`src/rtl/command_dispatcher_if.sv`:
```
// command_dispatcher_if
//   Bundles the trace-command input bus and the cache-command output bus of
//   the command dispatcher.
//
//   Ports carried:
//     cmd_valid / cmd_ready / cmd_n[3:0] / cmd_addr[31:0]   trace command in
//     issue_valid / issue_ready / issue_n[3:0]
//     issue_tag / issue_index / issue_offset                cache command out
//     clear_req / print_req                                 one-cycle pulses
//
//   Handshake rule (both buses): a transfer happens on a rising clk edge where
//   valid and ready are both high. While valid is high and ready is low, the
//   producer holds valid and all payload fields unchanged. ready never
//   depends combinationally on valid.
//
//   Modports:
//     master - trace source and processor stage (drives cmd_*, issue_ready)
//     slave  - the dispatcher
interface command_dispatcher_if #(
    parameter int TAG_W    = 12,
    parameter int INDEX_W  = 14,
    parameter int OFFSET_W = 6
) ();
    logic                cmd_valid;
    logic                cmd_ready;
    logic [3:0]          cmd_n;
    logic [31:0]         cmd_addr;

    logic                issue_valid;
    logic                issue_ready;
    logic [3:0]          issue_n;
    logic [TAG_W-1:0]    issue_tag;
    logic [INDEX_W-1:0]  issue_index;
    logic [OFFSET_W-1:0] issue_offset;

    logic                clear_req;
    logic                print_req;

    modport master (
        output cmd_valid, cmd_n, cmd_addr, issue_ready,
        input  cmd_ready, issue_valid, issue_n, issue_tag, issue_index,
               issue_offset, clear_req, print_req
    );

    modport slave (
        input  cmd_valid, cmd_n, cmd_addr, issue_ready,
        output cmd_ready, issue_valid, issue_n, issue_tag, issue_index,
               issue_offset, clear_req, print_req
    );
endinterface

```
`src/rtl/command_dispatcher.sv`:
```
// command_dispatcher
//   Accepts trace commands, queues legal ones in a small in-order FIFO and
//   dispatches them one at a time: cache opcodes (0-4) are presented on the
//   issue bus until consumed, opcode 8 becomes a clear_req pulse and opcode 9
//   a print_req pulse. Illegal opcodes are accepted and discarded.
//
//   Ports:
//     clk         rising-edge clock
//     rst         asynchronous active-high reset
//     bus         command_dispatcher_if.slave (cmd_*, issue_*, clear/print)
//     count       FIFO occupancy, 0..DEPTH
//     issued_cnt  cache commands consumed on the issue bus, wraps at 2^16
//     drop_cnt    illegal opcodes discarded, saturates at 255
//     state_dbg   current FSM state (IDLE=0, ISSUE=1, CLEAR=2, PRINT=3)
module command_dispatcher #(
    parameter int DEPTH    = 4,
    parameter int TAG_W    = 12,
    parameter int INDEX_W  = 14,
    parameter int OFFSET_W = 6
) (
    input  logic                       clk,
    input  logic                       rst,
    command_dispatcher_if.slave        bus,
    output logic [$clog2(DEPTH):0]     count,
    output logic [15:0]                issued_cnt,
    output logic [7:0]                 drop_cnt,
    output logic [1:0]                 state_dbg
);
    localparam int PTR_W = $clog2(DEPTH);
    localparam int CNT_W = PTR_W + 1;

    typedef enum logic [1:0] {
        S_IDLE  = 2'd0,
        S_ISSUE = 2'd1,
        S_CLEAR = 2'd2,
        S_PRINT = 2'd3
    } state_t;

    state_t state_q;
    state_t state_d;

    logic [3:0]       mem_n    [DEPTH];
    logic [31:0]      mem_addr [DEPTH];
    logic [PTR_W-1:0] wr_ptr;
    logic [PTR_W-1:0] rd_ptr;

    logic             accept;
    logic             legal;
    logic             push;
    logic             pop;
    logic             load_issue;
    logic             fifo_empty;
    logic [3:0]       head_n;
    logic [31:0]      head_addr;

    // ------------------------------------------------------------------
    // Input side. cmd_ready looks only at the registered count (and rst),
    // so nothing on the issue side can reach it combinationally.
    // ------------------------------------------------------------------
    assign bus.cmd_ready = (count < CNT_W'(DEPTH)) && !rst;
    assign accept        = bus.cmd_valid && bus.cmd_ready;

    always_comb begin
        legal = 1'b0;
        case (bus.cmd_n)
            4'd0, 4'd1, 4'd2, 4'd3, 4'd4, 4'd8, 4'd9: legal = 1'b1;
            default:                                  legal = 1'b0;
        endcase
    end

    assign push       = accept && legal;
    assign fifo_empty = (count == '0);
    assign head_n     = mem_n[rd_ptr];
    assign head_addr  = mem_addr[rd_ptr];

    // ------------------------------------------------------------------
    // FIFO storage. The array carries no reset: an entry is only ever read
    // after it has been written, and count/pointers are reset.
    // ------------------------------------------------------------------
    always_ff @(posedge clk) begin
        if (push) begin
            mem_n[wr_ptr]    <= bus.cmd_n;
            mem_addr[wr_ptr] <= bus.cmd_addr;
        end
    end

    // Pointers wrap naturally because DEPTH is a power of two.
    always_ff @(posedge clk or posedge rst) begin
        if (rst) begin
            wr_ptr <= '0;
            rd_ptr <= '0;
            count  <= '0;
        end else begin
            if (push) wr_ptr <= wr_ptr + PTR_W'(1);
            if (pop)  rd_ptr <= rd_ptr + PTR_W'(1);
            case ({push, pop})
                2'b10:   count <= count + CNT_W'(1);
                2'b01:   count <= count - CNT_W'(1);
                default: count <= count;
            endcase
        end
    end

    // ------------------------------------------------------------------
    // Dispatch FSM. The head entry stays in the FIFO (and in count) until
    // the cycle it is popped, so a command waiting on issue_ready still
    // occupies a slot.
    // ------------------------------------------------------------------
    always_ff @(posedge clk or posedge rst) begin
        if (rst) state_q <= S_IDLE;
        else     state_q <= state_d;
    end

    always_comb begin
        state_d    = state_q;
        pop        = 1'b0;
        load_issue = 1'b0;
        case (state_q)
            S_IDLE: begin
                if (!fifo_empty) begin
                    case (head_n)
                        4'd8:    state_d = S_CLEAR;
                        4'd9:    state_d = S_PRINT;
                        default: begin
                            state_d    = S_ISSUE;
                            load_issue = 1'b1;
                        end
                    endcase
                end
            end
            S_ISSUE: begin
                if (bus.issue_ready) begin
                    pop     = 1'b1;
                    state_d = S_IDLE;
                end
            end
            S_CLEAR: begin
                pop     = 1'b1;
                state_d = S_IDLE;
            end
            S_PRINT: begin
                pop     = 1'b1;
                state_d = S_IDLE;
            end
            default: state_d = S_IDLE;
        endcase
    end

    // Strobes are pure decodes of the state register, so they are mutually
    // exclusive by construction and drop in the same cycle rst rises.
    assign bus.issue_valid = (state_q == S_ISSUE);
    assign bus.clear_req   = (state_q == S_CLEAR);
    assign bus.print_req   = (state_q == S_PRINT);
    assign state_dbg       = state_q;

    // ------------------------------------------------------------------
    // Issue payload registers: loaded once on IDLE->ISSUE and then frozen
    // until the next load, which keeps them stable through any stall.
    // ------------------------------------------------------------------
    always_ff @(posedge clk or posedge rst) begin
        if (rst) begin
            bus.issue_n      <= '0;
            bus.issue_tag    <= '0;
            bus.issue_index  <= '0;
            bus.issue_offset <= '0;
        end else if (load_issue) begin
            bus.issue_n      <= head_n;
            bus.issue_tag    <= head_addr[31 -: TAG_W];
            bus.issue_index  <= head_addr[OFFSET_W +: INDEX_W];
            bus.issue_offset <= head_addr[OFFSET_W-1:0];
        end
    end

    // ------------------------------------------------------------------
    // Statistics.
    // ------------------------------------------------------------------
    always_ff @(posedge clk or posedge rst) begin
        if (rst) begin
            issued_cnt <= '0;
            drop_cnt   <= '0;
        end else begin
            if ((state_q == S_ISSUE) && bus.issue_ready)
                issued_cnt <= issued_cnt + 16'd1;
            if (accept && !legal && (drop_cnt != 8'hFF))
                drop_cnt <= drop_cnt + 8'd1;
        end
    end
endmodule

```
`src/flat_wrapper.sv`:
```
// flat-port wrapper written by rule: the top's interface ports become plain ports
module command_dispatcher_flat 
#(
    parameter int DEPTH    = 4,
    parameter int TAG_W    = 12,
    parameter int INDEX_W  = 14,
    parameter int OFFSET_W = 6
)
  (clk, rst, count, issued_cnt, drop_cnt, state_dbg, bus_cmd_valid, bus_cmd_n, bus_cmd_addr, bus_issue_ready, bus_cmd_ready, bus_issue_valid, bus_issue_n, bus_issue_tag, bus_issue_index, bus_issue_offset, bus_clear_req, bus_print_req);
  command_dispatcher_if #(.TAG_W(TAG_W), .INDEX_W(INDEX_W), .OFFSET_W(OFFSET_W)) bus_i ();
  input  logic clk;
  input  logic rst;
  output logic [$clog2(DEPTH):0] count;
  output logic [15:0] issued_cnt;
  output logic [7:0] drop_cnt;
  output logic [1:0] state_dbg;
  input wire logic [$bits(bus_i.cmd_valid)-1:0] bus_cmd_valid;
  input wire logic [$bits(bus_i.cmd_n)-1:0] bus_cmd_n;
  input wire logic [$bits(bus_i.cmd_addr)-1:0] bus_cmd_addr;
  input wire logic [$bits(bus_i.issue_ready)-1:0] bus_issue_ready;
  output wire logic [$bits(bus_i.cmd_ready)-1:0] bus_cmd_ready;
  output wire logic [$bits(bus_i.issue_valid)-1:0] bus_issue_valid;
  output wire logic [$bits(bus_i.issue_n)-1:0] bus_issue_n;
  output wire logic [$bits(bus_i.issue_tag)-1:0] bus_issue_tag;
  output wire logic [$bits(bus_i.issue_index)-1:0] bus_issue_index;
  output wire logic [$bits(bus_i.issue_offset)-1:0] bus_issue_offset;
  output wire logic [$bits(bus_i.clear_req)-1:0] bus_clear_req;
  output wire logic [$bits(bus_i.print_req)-1:0] bus_print_req;
  assign bus_i.cmd_valid = bus_cmd_valid;
  assign bus_i.cmd_n = bus_cmd_n;
  assign bus_i.cmd_addr = bus_cmd_addr;
  assign bus_i.issue_ready = bus_issue_ready;
  assign bus_cmd_ready = bus_i.cmd_ready;
  assign bus_issue_valid = bus_i.issue_valid;
  assign bus_issue_n = bus_i.issue_n;
  assign bus_issue_tag = bus_i.issue_tag;
  assign bus_issue_index = bus_i.issue_index;
  assign bus_issue_offset = bus_i.issue_offset;
  assign bus_clear_req = bus_i.clear_req;
  assign bus_print_req = bus_i.print_req;
  command_dispatcher #(.DEPTH(DEPTH), .TAG_W(TAG_W), .INDEX_W(INDEX_W), .OFFSET_W(OFFSET_W)) u_core (.clk(clk), .rst(rst), .bus(bus_i), .count(count), .issued_cnt(issued_cnt), .drop_cnt(drop_cnt), .state_dbg(state_dbg));
endmodule
```
`config.mk`:
```
export PLATFORM = sky130hd
export DESIGN_NAME = command_dispatcher_flat
export DESIGN_NICKNAME = d
export VERILOG_FILES = /design/src/rtl/command_dispatcher_if.sv /design/src/rtl/command_dispatcher.sv /design/src/flat_wrapper.sv
export SDC_FILE = /design/constraint.sdc
export NUM_CORES = 1
export LEC_CHECK = 0
export ABC_CLOCK_PERIOD_IN_PS = 3200
export BUFFER_PORTS_ARGS = -buffer_cell sky130_fd_sc_hd__buf_2
export CAP_MARGIN = 20
export CORE_MARGIN = 5
export CORE_UTILIZATION = 45
export DETAILED_ROUTE_END_ITERATION = 8
export GPL_ROUTABILITY_DRIVEN = 0
export GPL_TIMING_DRIVEN = 0
export PLACE_DENSITY_LB_ADDON = 0.05
export SLEW_MARGIN = 20
export SYNTH_ARGS = -nofsm -noshare
export SYNTH_HDL_FRONTEND = slang
export SYNTH_SLANG_ARGS = --single-unit
export TNS_END_PERCENT = 30
```
`constraint.sdc`:
```
create_clock -name clk -period 3.2 [get_ports clk]
set_input_delay 0.48 -clock clk [delete_from_list [all_inputs] [get_ports clk]]
set_output_delay 0.48 -clock clk [all_outputs]
set_load 0.01 [all_outputs]
```
Word level (Yosys, flattened, before mapping)
Memories as Yosys holds them, arrays and structs flattened. A register that Yosys moved wholly into a read port is not among the register bits.
Index checks and enable logic that the tools add are counted.
W data, S select, Z words.
{"block": "totals", "out_inout_bits": 69, "ram_bits": 144, "mem_count": 2, "reg_bits": 37, "word_cells": 61, "in_bits": 40}
{"block": "classes", "n_reduce_logical": 16, "magnitude_cmp": 1, "n_addsub": 6, "mux": 13, "n_eq_ne": 16}
{"memory": "u_core.mem_addr", "depth": 4, "word_bits": 32, "rd": 1, "rd_clocked_by_memory_dff": 1, "wr": 1, "line": "command_dispatcher.sv:43", "rtl": "logic [31:0] mem_addr [DEPTH];"}
{"memory": "u_core.mem_n", "depth": 4, "word_bits": 4, "rd": 1, "rd_clocked_by_memory_dff": 0, "wr": 1, "line": "command_dispatcher.sv:42", "rtl": "logic [3:0] mem_n [DEPTH];"}
{"operator": "$add A16 B1 Y16 const B", "count": 1}
{"operator": "$eq A4 B4 Y1 const B", "count": 4}
{"operator": "$add A8 B1 Y8 const B", "count": 1}
{"operator": "$eq A4 B2 Y1 const B", "count": 2}
{"operator": "$ne A8 B8 Y1 const B", "count": 1}
{"operator": "$mux W1", "count": 7}
{"operator": "$reduce_or A7 Y1", "count": 1}
{"operator": "$eq A2 B2 Y1 const B", "count": 3}
{"operator": "$logic_and A1 B1 Y1", "count": 6}
{"operator": "$pmux W2 S3", "count": 1}
{"operator": "$pmux W3 S2", "count": 1}
{"operator": "$add A2 B1 Y2 const B", "count": 2}
{"operator": "$eq A2 B1 Y1 const B", "count": 2}
{"operator": "$eq A4 B1 Y1 const B", "count": 1}
{"operator": "$eq A4 B3 Y1 const B", "count": 1}
{"operator": "$logic_not A4 Y1", "count": 1}
{"operator": "$mux W2", "count": 2}
{"operator": "$ne A2 B2 Y1 const B", "count": 2}
{"operator": "$pmux W2 S2", "count": 1}
{"operator": "$reduce_or A2 Y1", "count": 2}
{"operator": "$add A3 B1 Y3 const B", "count": 1}
{"operator": "$logic_not A3 Y1", "count": 1}
{"operator": "$lt A3 B3 Y1 const B", "count": 1}
{"operator": "$sub A3 B1 Y3 const B", "count": 1}
{"operator": "other kinds (5)", "count": 6}

Depth between registers and ports, before layout
{"block": "depth", "word_depth": 6, "mapped_depth": 10, "ltp_nobuf": 10}

Least setup slack after synthesis
Ideal clock, no wire load.
{"block": "synth_timing", "path_type": "register to register", "start": "reg u_core.rd_ptr[0]", "end": "reg u_core.bus.issue_index[0], read port of u_core.mem_addr", "period_less_slack_ns": 2.278, "required_ns": 3.075, "path_slack_ns": 0.922, "stages_incl_launch_ff": 8, "setup_time_ns": 0.125, "n_path_buf": 3, "arrival_time_ns": 2.153, "cell_sequence": "dfrtp_1 > buf_6 > mux4_2 > or3b_4 > and2_4 > buf_6 > buf_8 > mux2_4"}
{"block": "synth_between", "elab_chain_len": 6, "elab_cells_between_ends": 7, "classes_between": "eq/ne (2); mux (3); reduce/logical (1); memory (1)"}
{"element": "start, declared", "line": "command_dispatcher.sv:45", "rtl": "logic [PTR_W-1:0] rd_ptr;"}
{"element": "start signal, assigned", "line": "command_dispatcher.sv:95", "rtl": "if (pop) rd_ptr <= rd_ptr + PTR_W'(1);"}
{"element": "$mem_v2 Z4 W4"}
{"element": "$eq A4 B4 Y1", "line": "command_dispatcher.sv:121", "rtl": "case (head_n)"}
{"element": "$reduce_or A2 Y1 (no line)"}
{"element": "$mux W1", "line": "command_dispatcher.sv:121"}
{"element": "$mux W1", "line": "command_dispatcher.sv:120", "rtl": "if (!fifo_empty) begin"}
{"element": "$mux W1", "line": "command_dispatcher.sv:118", "rtl": "case (state_q)"}
{"element": "end, declared", "line": "command_dispatcher_if.sv:47", "rtl": "output cmd_ready, issue_valid, issue_n, issue_tag, issue_index,"}
Parallel ways exist; a longest one is shown, timed or not.
A chain may end at the register's enable or synchronous reset.

Final worst setup path
{"block": "layout_timing", "start": "reg u_core.rd_ptr[1]", "end": "reg u_core.bus.issue_index[6], read port of u_core.mem_addr"}
The elaborated chain is that of the path after synthesis.

==> impl_metrics.yaml <==
clock_tree:
  clockBufferDepth: 3
  cts_resized: 0
  clock-root-buffer: "clkbuf_16"
  cts_max_level: 1
  clkTransAtPathRegs_ns: 0.06
  post_cts_buffers: 0
  cts_buffers: 23
  clock-sinks: 213
  cts_tree: "done"
  clkLatencyLatePin_ns: 0.49
  ctsHoldBuffers: 0
timing:
  fin_crit_sh_pct: 78.37
  max_freq_mhz: 398.7
  setup_viol: 0
  hold_viol_final: 0
  finalClockSkew_ns: 0.008363
  setup_ws_ns: 0.6921
  tns_ns: 0
  slew_headroom_pct: 37.67
  rsz0062_at_grt: "false"
  hold_slack_ns: 0.03442
  layout_min_cycle_time_ns: 2.508
  timing_max_transition_violations_final: 0
  tightest_slew_ns: 0.9350
setup_path:
  endpoint_kind: "flop"
  cp_max_fo: 10
  reg2reg_depth: 7
  path_class: "reg2reg"
  max_stage_delay_ns: 0.46
  rr_startpoint: "u_core.rd_ptr[1]"
  cp_slowest_cell: "clkbuf_1"
  cp.arrival_ns: 2.87
  timing.rr.end: "u_core.bus.issue_index[6]"
  path_buf_inv: 3
  crit_family: "buffers and inverters"
  startpoint_type: "flop"
  cp_cell_sequence: "clkbuf_1, mux4_2, or3b_4, and2_4, buf_6, buf_8, mux2_4"
  crit_cells: 7
  rrSetupSlack_ns: 0.69
  crit_required_ns: 3.57
yosys:
  postSynthCellCount: 414
  synth.area.top_cells: "edfxtp_1 52%, dfrtp_1 21%, mux4_2 9.8%"
  synth_cell_type_count: 40
  synth_top_area_cell: "edfxtp_1"
  ys_seq_area_share_pct: 73.13
  synth_edf_count: 144
  synthFlopType: "edfxtp_1"
  async_flop_share_pct: 32.39
  ys_ff_latch: 213
  syn_nets: 462
  synth_area_sq_mm: 0.008274
  syn_avg_cell_area_sq_um: 19.99
  yosysWarningCount: 0
  post-synth-top-area-fraction_pct: 52.26
floorplan:
  io-pin-count: 109
  start_util_pct: 45.90
  fp.dieArea_sq_mm: 0.02120
  die_h_um: 145.6
  die_w_um: 145.6
  core_sq_mm: 0.01802
  row_count: 49
finish:
  fin_nets: 601
  n_fill_cell: 1437
  final_cell_mix: "144 x edfxtp_1, 108 x buf_2, 69 x dfrtp_1, 36 x mux4_2, 30 x mux2_4"
  drive_gt1_share_pct: 40.32
  diodes: 0
  syn_to_final_growth_pct: 20.40
  final_cell_area_sq_mm: 0.009962
  final_common_cell: "edfxtp_1"
power_and_ir_drop:
  ir_drop_v: 0.0005691
  power.density_mw_per_mm2: 899.7
  p_leak_nw: 3.950
place:
  post-place-ws_ns: 0.6626
  port-buffer-count: 108
  dpl.hpwl_um: 9893
  placed_area_sq_mm: 0.009259
routing:
  drcViolationCount: 0
  firstDrtPassIters: 4
  via_count: 4081
  drtAntennaViolNets: 0
  drt-total-wl_um: 15210
  drt_iter0_drc: 155
  vias_per_cell: 5.120
  routedWlPerCell_um: 19.08
global_routing:
  antenna_found_initial: 2
  grt_pass1_wl_um: 24450
  grt_overflow_total: 0
  grtUsageTotal_pct: 14.54
  grt_pass1_vias: 4323
  grt_max_degree: 40
worst_hold_path:
  hold_path.class: "in2async"
status:
  status: "finished clean"
flow_run:
  cap_violations: 0
final cells by class:
type	count	area, sq um	area share (%)
Clock inverter	9	67.56	0.6782
Multi-Input combinational cell	177	2090	20.97
Sequential cell	213	6051	60.74
Tap cell	229	286.5	2.876
Timing Repair Buffer	114	690.7	6.933
Inverter	11	43.79	0.4396
Clock buffer	31	635.6	6.380
Buffer	13	97.59	0.9797
routing by layer:
layer	vias to the layer above	part of all wire (%)	GRT usage (%)	wire (um)
li1	1889	-	-	-
met1	2048	43	20.00	6601
met2	109	49	23.59	7385
met3	31	5.5	3.426	833
met4	4	2.4	3.825	361
met5	-	0.16	0	25
synthesized netlist by cell type, drive strengths merged, types with 5 or more instances:
library cell / instances
and3: 9
buf: 8
clkbuf: 5
dfrtp: 69
edfxtp: 144
ha: 7
inv: 11
mux2: 36
mux4: 36
nand2: 7
nand3: 10
nor2: 6
nor3: 6
xnor2: 10
xor2: 17
through the flow:
step | instances | utilization (%) | power, mW
2_1_floorplan | 414 | - | 5.761
3_3_place_gp | 751 | 50.49 | 6.578
3_5_place_dp | 757 | 51.37 | 6.636
4_1_cts | 797 | 55.27 | 9.130
5_1_grt | 797 | 55.27 | 9.492
6_report | 797 | 55.27 | 8.963
state kept, by name, indices dropped and copies added, names as in the netlist, 4 cells and up:
register	count
u_core.mem_addr	128
u_core.mem_n	16
u_core.drop_cnt	8
u_core.bus.issue_offset	6
u_core.bus.issue_index	14
u_core.bus.issue_n	4
u_core.bus.issue_tag	12
u_core.issued_cnt	16
power by group:
part	internal [mW]	switching, mW	total, mW
sequential	3.40	0.285	3.69
clock	1.46	0.992	2.46
combinational	1.56	1.26	2.82
total	6.42	2.54	8.96
worst max-delay path by stage:
stage | startpoint | end | slack, ns
2_1_floorplan | u_core.rd_ptr[0] | u_core.bus.issue_index[0] | 0.92
3_3_place_gp | rst | u_core.bus.issue_tag[0] | -0.32
3_5_place_dp | u_core.rd_ptr[1] | u_core.bus.issue_tag[10] | 0.66
4_1_cts | u_core.rd_ptr[1] | u_core.bus.issue_index[6] | 0.65
5_1_grt | u_core.rd_ptr[1] | u_core.bus.issue_index[6] | 0.60
6_report | u_core.rd_ptr[1] | u_core.bus.issue_index[6] | 0.69
cells by family after synthesis:
group,after synthesis,synth area share [%]
and+or+nand+nor,58,3.977
xor gates and xnor gates,27,2.858
muxes,73,16.18
DFF,213,73.13
AOI/OAI and AO/OA,11,0.8772
buffers and inverters,24,1.678
adders and majority gates,8,1.300
Power figures use the tool's default switching activity.
